**src/rtl/reservation_station.sv**
```systemverilog
// reservation_station: operand-capturing reservation station feeding one functional unit.
// Ports:
//   clock, resetn                 - single clock, asynchronous active-low reset
//   issue_valid/issue_ready       - issue handshake; issue_ready high while an entry is free
//   issue_inst/tag/v1/v2/q1/q2    - instruction, destination tag, operand values and producer tags
//   cdb_valid/cdb_tag/cdb_data    - common data bus broadcast (tag 0 never matches)
//   uf_disponivel                 - functional unit available
//   uf_instructIn                 - one-cycle dispatch strobe
//   uf_instruction/Code/reg1/reg2 - dispatched word, tag and resolved operands (held between strobes)
//   occupancy                     - number of valid entries
//   illegal_op                    - one-cycle pulse after an issue with an unsupported opcode
// Build option: define RS_OLDEST_FIRST_EN to dispatch the oldest ready entry instead of the lowest index.
module reservation_station #(
    parameter int DEPTH = 4,
    parameter int TAGW  = 3
) (
    input  logic            clock,
    input  logic            resetn,
    input  logic            issue_valid,
    output logic            issue_ready,
    input  logic [15:0]     issue_inst,
    input  logic [TAGW-1:0] issue_tag,
    input  logic [15:0]     issue_v1,
    input  logic [15:0]     issue_v2,
    input  logic [TAGW-1:0] issue_q1,
    input  logic [TAGW-1:0] issue_q2,
    input  logic            cdb_valid,
    input  logic [TAGW-1:0] cdb_tag,
    input  logic [15:0]     cdb_data,
    input  logic            uf_disponivel,
    output logic            uf_instructIn,
    output logic [15:0]     uf_instruction,
    output logic [TAGW-1:0] uf_instructionCode,
    output logic [15:0]     uf_reg1,
    output logic [15:0]     uf_reg2,
    output logic [3:0]      occupancy,
    output logic            illegal_op
);
    localparam int IW = $clog2(DEPTH);

    logic [DEPTH-1:0] valid_q, valid_d, rdy;
    logic [15:0]      inst_q [DEPTH], inst_d [DEPTH];
    logic [15:0]      v1_q   [DEPTH], v1_d   [DEPTH];
    logic [15:0]      v2_q   [DEPTH], v2_d   [DEPTH];
    logic [TAGW-1:0]  tag_q  [DEPTH], tag_d  [DEPTH];
    logic [TAGW-1:0]  q1_q   [DEPTH], q1_d   [DEPTH];
    logic [TAGW-1:0]  q2_q   [DEPTH], q2_d   [DEPTH];
`ifdef RS_OLDEST_FIRST_EN
    logic [2:0]       rank_q [DEPTH], rank_d [DEPTH];
    logic             found;
`endif
    logic [IW-1:0]    free_idx, sel_idx;
    logic [3:0]       occ;
    logic             fire, legal, dispatch, cdb_hit;
    logic             strobe_q, illegal_q;
    logic [15:0]      ins_q, r1_q, r2_q;
    logic [TAGW-1:0]  code_q;

    assign issue_ready = ~&valid_q;
    // add/sub/ld/sd/mul are exactly opcodes 0..4
    assign legal    = issue_inst[3:0] <= 4'd4;
    assign fire     = issue_valid & issue_ready;
    assign cdb_hit  = cdb_valid & (cdb_tag != '0);
    // never dispatch in the cycle right after a strobe: the unit's busy flag lags one edge
    assign dispatch = (|rdy) & uf_disponivel & ~strobe_q;

    always_comb begin
        occ      = '0;
        free_idx = '0;
        rdy      = '0;
        for (int i = DEPTH - 1; i >= 0; i--) begin
            occ    = occ + {3'b0, valid_q[i]};
            rdy[i] = valid_q[i] && (q1_q[i] == '0) && (q2_q[i] == '0);
            if (!valid_q[i]) free_idx = IW'(i);
        end
    end

`ifdef RS_OLDEST_FIRST_EN
    // rank 0 is the oldest valid entry; pick the smallest rank among ready entries
    always_comb begin
        sel_idx = '0;
        found   = 1'b0;
        for (int i = 0; i < DEPTH; i++) begin
            if (rdy[i] && (!found || rank_q[i] < rank_q[sel_idx])) begin
                sel_idx = IW'(i);
                found   = 1'b1;
            end
        end
    end
`else
    always_comb begin
        sel_idx = '0;
        for (int i = DEPTH - 1; i >= 0; i--) begin
            if (rdy[i]) sel_idx = IW'(i);
        end
    end
`endif

    always_comb begin
        valid_d = valid_q;
        inst_d  = inst_q;
        tag_d   = tag_q;
        v1_d    = v1_q;
        v2_d    = v2_q;
        q1_d    = q1_q;
        q2_d    = q2_q;
`ifdef RS_OLDEST_FIRST_EN
        rank_d  = rank_q;
`endif
        for (int i = 0; i < DEPTH; i++) begin
            if (valid_q[i] && cdb_hit && q1_q[i] == cdb_tag) begin
                v1_d[i] = cdb_data;
                q1_d[i] = '0;
            end
            if (valid_q[i] && cdb_hit && q2_q[i] == cdb_tag) begin
                v2_d[i] = cdb_data;
                q2_d[i] = '0;
            end
`ifdef RS_OLDEST_FIRST_EN
            // entries younger than the departing one move up a rank
            if (dispatch && rank_q[i] > rank_q[sel_idx]) rank_d[i] = rank_q[i] - 3'd1;
`endif
        end
        if (dispatch) valid_d[sel_idx] = 1'b0;
        if (fire && legal) begin
            valid_d[free_idx] = 1'b1;
            inst_d[free_idx]  = issue_inst;
            tag_d[free_idx]   = issue_tag;
            // same-edge broadcast is captured directly so the operand is not lost
            v1_d[free_idx]    = (cdb_hit && issue_q1 == cdb_tag) ? cdb_data : issue_v1;
            q1_d[free_idx]    = (cdb_hit && issue_q1 == cdb_tag) ? '0 : issue_q1;
            v2_d[free_idx]    = (cdb_hit && issue_q2 == cdb_tag) ? cdb_data : issue_v2;
            q2_d[free_idx]    = (cdb_hit && issue_q2 == cdb_tag) ? '0 : issue_q2;
`ifdef RS_OLDEST_FIRST_EN
            rank_d[free_idx]  = 3'(occ - {3'b0, dispatch});
`endif
        end
    end

    always_ff @(posedge clock or negedge resetn) begin
        if (!resetn) begin
            valid_q   <= '0;
            strobe_q  <= 1'b0;
            illegal_q <= 1'b0;
            ins_q     <= '0;
            code_q    <= '0;
            r1_q      <= '0;
            r2_q      <= '0;
        end else begin
            valid_q   <= valid_d;
            strobe_q  <= dispatch;
            illegal_q <= fire & ~legal;
            if (dispatch) begin
                ins_q  <= inst_q[sel_idx];
                code_q <= tag_q[sel_idx];
                r1_q   <= v1_q[sel_idx];
                r2_q   <= v2_q[sel_idx];
            end
        end
    end

    // payload is only meaningful under valid_q, so it needs no reset
    always_ff @(posedge clock) begin
        inst_q <= inst_d;
        tag_q  <= tag_d;
        v1_q   <= v1_d;
        v2_q   <= v2_d;
        q1_q   <= q1_d;
        q2_q   <= q2_d;
`ifdef RS_OLDEST_FIRST_EN
        rank_q <= rank_d;
`endif
    end

    assign uf_instructIn      = strobe_q;
    assign uf_instruction     = ins_q;
    assign uf_instructionCode = code_q;
    assign uf_reg1            = r1_q;
    assign uf_reg2            = r2_q;
    assign occupancy          = occ;
    assign illegal_op         = illegal_q;
endmodule

```
**config.mk**
```make
export PLATFORM = sky130hd
export DESIGN_NAME = reservation_station
export DESIGN_NICKNAME = d
export VERILOG_FILES = /design/src/rtl/reservation_station.sv
export SDC_FILE = /design/constraint.sdc
export NUM_CORES = 1
export LEC_CHECK = 0
export CAP_MARGIN = 25
export CORE_ASPECT_RATIO = 1.5
export CORE_MARGIN = 3
export CORE_UTILIZATION = 32
export CTS_CLUSTER_SIZE = 28
export DETAILED_ROUTE_END_ITERATION = 16
export PLACE_DENSITY = 0.5
export SLEW_MARGIN = 5
export SYNTH_ARGS = -nofsm -noshare
export SYNTH_HDL_FRONTEND = slang
export SYNTH_SLANG_ARGS = --single-unit
```
**constraint.sdc**
```tcl
create_clock -name clock -period 3.25 [get_ports clock]
set_clock_uncertainty 0.05 [all_clocks]
set_input_delay 0.65 -clock clock [delete_from_list [all_inputs] [get_ports clock]]
set_output_delay 0.65 -clock clock [all_outputs]
set_load 0.03 [all_outputs]
```
== Word level (Yosys, flattened, before mapping) ==
Index checks and enable logic that the tools add are counted.

* Bitwise operators: 12
* $add $sub $neg: 3
* Magnitude comparators: 8
* Reductions and logical operators: 38
* Multiplexer cells: 60
* Eq/ne operators: 10

{| class="wikitable"
|+ Operators with widths
! kind !! count
|-
| 2-to-1 mux 16 bit || 17
|-
| bitwise mux 64 bit || 3
|-
| 2-to-1 mux 64 bit || 2
|-
| binary-select mux 16 bit (select 2 bit) || 3
|-
| 2-to-1 mux 3 bit || 13
|-
| bitwise mux 12 bit || 3
|-
| demux 16 bit (select 2 bit) || 1
|-
| == test 3 bit || 10
|-
| logical AND 1 bit || 26
|-
| zero test 3 bit || 8
|-
| 2-to-1 mux 12 bit || 2
|-
| 2-to-1 mux 2 bit || 8
|-
| 2-to-1 mux 4 bit || 2
|-
| binary-select mux 3 bit (select 2 bit) || 1
|-
| demux 3 bit (select 2 bit) || 1
|-
| greater-or-equal comparator 3 bit, second input constant || 2
|-
| < comparator 2 x 3 -> 1 bit, second input constant || 2
|-
| NOT 2 -> 3 bit || 2
|-
| AND 1 bit || 5
|-
| adder 3 x 1 -> 4 bit || 1
|-
| AND 4 bit || 1
|-
| demux 1 bit (select 2 bit) || 2
|-
| greater-or-equal comparator 2 x 1 -> 1 bit, second input constant || 2
|-
| less-or-equal comparator 4 x 3 -> 1 bit, second input constant || 1
|-
| other kinds (11) || 13
|}

* Register bits after elaboration: 285
* Input port bits: 81
* Output and inout port bits: 58

== Logic depth before layout (Yosys ltp) ==
Gate-level depths: netlist (run 1).

* Depth after elaboration: 16
* Gate-level depth with buffers: 9
* Mapped depth without buffers: 7

== Worst setup path before layout (run 1) ==
No wires, ideal clock.

* Kind: in2reg
* From: input issue_inst[0]
* To: register v1_q[41] in the netlist's numbering
* Path slack: 0.534 ns
* Data required time: 3.141 ns
* Stages on the path: 8
* Buffers on the path: 2
* Arrival: 2.608 ns
* Cell sequence: o21a_1 nor3_1 nand2_1 inv_1 or2_2 buf_2 buf_1 o221a_2

{| class="wikitable"
|+ RTL lines
! item !! line !! RTL
|-
| start, declared || 21 || <nowiki>input logic [15:0] issue_inst,</nowiki>
|-
| end signal, assigned || 166 || <nowiki>v1_q <= v1_d;</nowiki>
|-
| end, declared || 43 || <nowiki>logic [15:0] v1_q [DEPTH], v1_d [DEPTH];</nowiki>
|}

== Final worst setup path (run 1) ==
* From: register valid_q[3]
* To: output occupancy[2]

* Word-level cells in the longest chain between the ends: 3

{| class="wikitable"
|+ RTL lines
! item !! line !! RTL
|-
| start, declared || 41 || <nowiki>logic [DEPTH-1:0] valid_q, valid_d, rdy;</nowiki>
|-
| start signal, assigned || 150 || <nowiki>valid_q <= valid_d;</nowiki>
|-
| adder 1 x 1 -> 2 bit || 72 || <nowiki>occ = occ + {3'b0, valid_q[i]};</nowiki>
|-
| adder 2 x 1 -> 3 bit || 72 ||
|-
| adder 3 x 1 -> 4 bit || 72 ||
|-
| end, declared || 36 || <nowiki>output logic [3:0] occupancy,</nowiki>
|}

Every way passes these cells.

==> key figures, run 1 <==
Outcome
  • Outcome: completed

Power and ir drop
  • Power Density: 1120 nW/um^2
  • VDD IR max: 0.649 mV
  • Tot Pwr: 17.8 mW
  • Leak pwr: 6.06 nW

Job
  • Total of max-cap violations: 0

Cells and area
  • Share of layout cells above drive strength 1: 16.5%
  • Area Growth Syn to Fin: 24.6%
  • Post-route insts no fill: 1867
  • Final nets: 1434
  • Post-layout util: 40.9%
  • Post-route cell area: 15900 um^2

Critical path
  • CP required: 2550 ps
  • Worst Path Arrival: 2400 ps
  • Crit start category: flip-flop
  • Worst path slowest cell: fa_1
  • Crit-path max FO: 6
  • Critical path endpoint category: output port
  • Slowest stage delay, CP: 490 ps
  • Crit path kind: reg2out
  • Worst-path cell chain: inv_1 > fa_1 > inv_1 > ha_1 > ha_1 > dlygate4sd2_1

Timing
  • Final Slew Violations: 0
  • Tcrit/Tclk final: 95.5%
  • WHS: 149 ps
  • Worst Tran Pin Value: 839 ps
  • Final setup viols: 0
  • Worst Slack Setup Final: 145 ps
  • Unrepaired setup endpoints after global routing: no
  • Count of final hold-check violations: 0
  • Slew headroom: 44.1%
  • Final setup TNS: 0 ps
  • Period minus WS final: 3100 ps
  • Fmax: 322 MHz

Synthesis
  • Post-synth EDFFs: 76
  • Share of the synthesized area in the top cell type: 23.9%
  • Seq/Total Area, Yosys: 52.9%
  • Synthesized instance count: 1200
  • Synth warn: 0
  • Synth area leaders: dfxtp_1 24%, edfxtp_1 18%, dfrtp_1 11%
  • Async S/R FF share, synth: 20.0%
  • Area leader, netlist: dfxtp_1
  • Post-Syn Area per Cell: 10.6 um^2
  • Count of unique library cells instantiated by Yosys: 59
  • Mapped cell area: 12800 um^2
  • Syn Nets: 1285
  • Main synth FF type: dfxtp_1
  • Seq cells post-synth: 285

GRT
  • Vias in the first global route: 10512
  • Largest net degree at the start of global routing: 66
  • GRT Total Usage: 20.4%
  • Total grt overflow: 0
  • Initial antenna violation count: 3
  • First-pass GRT wire length: 66.9 mm

Placed design
  • Setup slack after placement: 201 ps
  • Gpl congestion: 0.855
  • Port Buffers: 137
  • DP HPWL: 28.4 mm
  • Cells after DPL: 1813
  • Placed Area: 15000 um^2

Die
  • Ports: 139
  • Initial Util: 32.8%
  • Core Rows: 88
  • Die area: 42300 um^2
  • Vert. Die Dim: 251 um
  • Die Wd: 169 um
  • Core ar.: 38900 um^2

Routing
  • Post-route ant nets: 0
  • Drt drc: 0
  • Avg WL per Cell: 23.4 um
  • Initial DRT Pass Iterations: 5
  • DR vias: 10318
  • DRT Wirelength: 43.7 mm
  • Iter 0 DRT Violations: 616
  • Vias per cell: 5.53

Clocking
  • Postcts setup bufs: 0
  • Clk_lat worst skew: 550 ps
  • CTS tree: done
  • Clk pin slew, worst setup/hold paths: 60 ps
  • CTS H-tree depth: 1
  • Deepest clock path buffer count: 3
  • CTS Buf Count: 29
  • Clock sink count: 285
  • Root Buffer: clkbuf_16

Worst hold path
  • Worst min path class: in2async
[routing by layer]
layer  track usage (%)  share of wire [%]
met1              24.6                 40
met2              36.6                 52
met3              2.35                4.4
met4              8.38                4.4
met5                 0              0.053
[registers in the layout (all words and copies together) (netlist names)]
signal / flops
uf_reg1: 16
v1_q: 64
inst_q: 64
illegal_op: 1
uf_instruction: 16
q2_q: 12
v2_q: 64
uf_reg2: 16
valid_q: 4
q1_q: 12
uf_instructIn: 1
tag_q: 12
uf_instructionCode: 3
[worst paths after layout]
| path | from | slack, ps | end | cells after the start |
|---|---|---|---|---|
| worst max-delay path | valid_q[3]$_DFF_PN0_ | 150 | occupancy[2] | 6 |
| worst min-delay path | resetn | 150 | uf_instruction[13]$_DFFE_PN0N_ | 1 |
| worst max register to register | valid_q[3]$_DFF_PN0_ | 450 | uf_reg1[12]$_DFFE_PN0N_ | 6 |
| worst min register to register | q2_q[9]$_DFF_P_ | 440 | q2_q[9]$_DFF_P_ | 2 |
| max in group asynchronous | resetn | 2300 | uf_reg2[8]$_DFFE_PN0N_ | 2 |
| min in group clock | q2_q[9]$_DFF_P_ | 440 | q2_q[9]$_DFF_P_ | 2 |
[critical path: cells and delay by family, from the launching register on]
kind                     cells  cell delay (ps)
buffers and inverters        3              520
adder cells (fa/ha/maj)      3              880
flip-flops                   1              470
[cell usage in the layout, fill, tap and decap left out, types with 6 or more instances in the layout]
cell / instances
a2111oi_0: 63
a21oi_1: 6
buf_12: 12
buf_4: 61
clkbuf_1: 10
clkbuf_16: 29
clkdlybuf4s50_1: 133
clkinv_1: 6
dfrtp_1: 57
dfxtp_1: 152
edfxtp_1: 76
inv_1: 78
mux2_1: 29
mux2_2: 10
nand2_1: 27
nand2b_1: 33
nor2_1: 141
nor3_1: 57
nor4_1: 8
o211a_1: 12
o21ai_0: 8
o221a_1: 10
o221a_2: 54
o22a_1: 39
o22ai_1: 94
o31a_1: 40
or2_2: 37
xnor2_1: 6
xor2_1: 24
[where the power goes]
| group | total (mW) | internal, mW | switching, mW |
|---|---|---|---|
| Combinational | 8.77 | 3.93 | 4.84 |
| Sequential | 5.87 | 5.07 | 0.805 |
| Clock | 3.17 | 1.77 | 1.40 |
| Total | 17.8 | 10.8 | 7.05 |
[synthesized netlist by cell type, drive strengths merged (3+ instances only)]
cell type and number:
o22a 39, o221a 64, a2111oi 63, dfxtp 152, nand2b 34, or2 39
o211a 12, nor4 8, nor3 57, xor2 24, inv 80, a21oi 6
o311ai 4, o31a 40, or4 3, ha 3, buf 39, o21ai 9
mux2 39, dfrtp 57, o22ai 94, edfxtp 76, xnor2 6, nor2 142
nand2 27, clkbuf 53
[logic make-up (layout without fill, tap and decap cells)]
logic type | Yosys count | count (layout) | synth area share [%]
buf+inv | 172 | 343 | 5.86
other cells | 1 | 2 | 0.0294
flops | 285 | 285 | 52.9
mux | 41 | 41 | 3.60
fa+ha+maj | 4 | 4 | 0.451
compound gates | 340 | 340 | 22.6
simple gates | 327 | 327 | 12.4
xor+xnor | 30 | 30 | 2.06
[cell type report]
| class | count | area [um^2] |
|---|---|---|
| Clock buffer | 42 | 798 |
| Inverter | 80 | 300 |
| Clock inverter | 11 | 72.6 |
| Tap cell | 495 | 619 |
| Antenna cell | 1 | 2.50 |
| Timing Repair Buffer | 210 | 2060 |
| Sequential cell | 285 | 6750 |
| Multi-Input combinational cell | 743 | 5290 |
| Fill cell | 3761 | 23000 |
[timing repair]
action                                  4_1_cts  5_1_grt
resized for setup                             4        1
gates cloned                                  0        0
hold buffers                                  0        0
pin swaps                                     0        0
endpoints found under the setup margin        3        1
(Power assumes the default switching activity.)
==> run 2, diff against run 1 <==
CORE_UTILIZATION = 50   (was 32)
PLACE_DENSITY = 0.72   (was 0.5)
==> run 2 against run 1 <==
Compared with the run above:
- final area down 1.2%
- global-route usage grew 8.1 points
- sequential share of layout area increased by 0.49 points
- combinational power down 2%
- utilization up 22 points
- clock power up 6%
- wire length decreased by 10%
- critical endpoint unchanged
==> key figures, run 2 (synthesis results as in run 1) <==
Clocking
  • Postcts setup bufs: 0
  • Root Buffer: clkbuf_16
  • CTS tree: done
  • Deepest clock path buffer count: 3
  • CTS Buf Count: 27
  • Clk pin slew, worst setup/hold paths: 70 ps
  • Clock sink count: 285
  • Post-CTS Hold Fix Bufs: 0
  • Clk_lat worst skew: 530 ps
  • CTS H-tree depth: 1

Timing
  • WHS: 274 ps
  • Final Slew Violations: 0
  • Count of final hold-check violations: 0
  • Fmax: 324 MHz
  • Slew headroom: 39.3%
  • Unrepaired setup endpoints after global routing: no
  • Period minus WS final: 3090 ps
  • Tcrit/Tclk final: 95.0%
  • Final setup viols: 0
  • Worst Tran Pin Value: 910 ps
  • Worst Slack Setup Final: 163 ps
  • Final setup TNS: 0 ps

Cells and area
  • Post-layout util: 62.5%
  • Post-route cell area: 15700 um^2
  • Top flop regs: inst_q x64, v1_q x64, v2_q x64
  • Antenna diodes: 0
  • Commonest non-fill, non-tap cell in the layout: dfxtp_1
  • Share of layout cells above drive strength 1: 17.2%
  • Final nets: 1433
  • Area Growth Syn to Fin: 23.1%
  • Post-route insts no fill: 1695
  • Most frequent cells in the layout: 152 x dfxtp_1, 141 x nor2_1, 133 x clkdlybuf4s50_1

Critical path
  • Worst R2R Start: valid_q[3]$_DFF_PN0_
  • Worst setup path end: occupancy[2]
  • Crit-path max FO: 6
  • Crit start category: flip-flop
  • R2R depth: 6
  • FF-to-FF End: uf_reg1[3]$_DFFE_PN0N_
  • Crit path kind: reg2out
  • Crit path from: valid_q[3]$_DFF_PN0_
  • CP required: 2550 ps
  • R2R setup slack: 510 ps
  • Worst Path Arrival: 2390 ps
  • Critical path endpoint category: output port

GRT
  • Vias in the first global route: 10856
  • First-pass GRT wire length: 61.4 mm
  • GRT Total Usage: 28.5%
  • Initial antenna violation count: 0
  • Largest net degree at the start of global routing: 58
  • Total grt overflow: 0

Die
  • Die area: 27500 um^2
  • Vert. Die Dim: 202 um
  • Core Rows: 71
  • Die Wd: 136 um
  • Initial Util: 50.7%
  • Core ar.: 25100 um^2
  • Ports: 139

Power and ir drop
  • Sw frac: 39.0%
  • Leak pwr: 6.10 nW
  • Reg power frac: 33.0%
  • Switching power: 6.96 mW
  • Power Density: 1140 nW/um^2
  • Gate power share: 48.2%
  • VDD IR max: 0.623 mV
  • Tot Pwr: 17.8 mW
  • Pint: 10.9 mW
  • Clock share of power: 18.8%

Placed design
  • Setup slack after placement: 272 ps
  • Cells after DPL: 1646
  • DP HPWL: 25.1 mm
  • Port Buffers: 137
  • Gpl congestion: 0.901
  • Placed Area: 14700 um^2

Routing
  • Post-route ant nets: 0
  • Avg WL per Cell: 23.2 um
  • Iter 0 DRT Violations: 914
  • Vias per cell: 6.27
  • Drt drc: 0
  • DRT Wirelength: 39.3 mm
  • Initial DRT Pass Iterations: 5
  • DR vias: 10620

Outcome
  • Outcome: completed

Job
  • Total of max-cap violations: 0

Worst hold path
  • Worst min path class: in2async
==> run 2: cell types whose count changed in the layout (fill, tap and decap cells not counted) <==
cell	change
clkinv_1	-6
buf_12	-5
diode_2	-1
bufinv_16	+2
clkbuf_4	-1
buf_4	+5
clkbuf_8	+2
clkbuf_1	-8
dlymetal6s2s_1	+1
clkinv_2	+4
inv_4	+1
clkbuf_16	+1
==> run 2: critical path, stage by stage, from the launching register on <==
cell	delay, ps
dfrtp_1	470
inv_1	130
fa_1	500
inv_1	50
ha_1	180
ha_1	180
dlygate4sd2_1	350
==> run 2: what timing repair did <==
| item | 4_1_cts | 5_1_grt |
|---|---|---|
| endpoints found under the setup margin | 3 | 1 |
| gates resized for setup | 3 | 2 |
| endpoints found under the hold margin | 0 | 0 |
==> run 2: metal layers <==
metal  routed length, um  GRT usage, %
met1               14800          35.0
met2               19700          48.7
met3                2810          4.50
met4                1920          13.0
met5                   0             0
==> run 2: final cells by class <==
class / count / area, um^2
tap: 328 / 410
timing repair buffer: 211 / 2010
sequential: 285 / 6750
fill: 2046 / 9440
inverter: 80 / 300
clock buffer: 36 / 813
clock inverter: 12 / 136
multi-input combinational: 743 / 5290
==> run 2: how the worst min path moves through the flow <==
stage	start	to	slack [ps]	cells past startpoint
after floorplan	resetn	illegal_op$_DFF_PN0_	300	0
after global placement	v2_q[11]$_DFF_P_	v2_q[11]$_DFF_P_	420	2
after detailed placement	v1_q[21]$_DFF_P_	v1_q[21]$_DFF_P_	430	2
after CTS	resetn	uf_reg2[13]$_DFFE_PN0N_	320	2
after global routing	resetn	uf_reg2[12]$_DFFE_PN0N_	350	2
final	resetn	uf_reg2[13]$_DFFE_PN0N_	270	2
==> run 2: power by group through the flow <==
stage	Combinational (mW)	Clock, mW	Sequential [mW]
2_1_floorplan	5.17	0	6.29
3_3_place_gp	8.37	0	5.86
3_5_place_dp	8.53	0	5.90
4_1_cts	8.55	3.39	5.85
5_1_grt	9.31	3.55	6.01
6_report	8.60	3.36	5.88
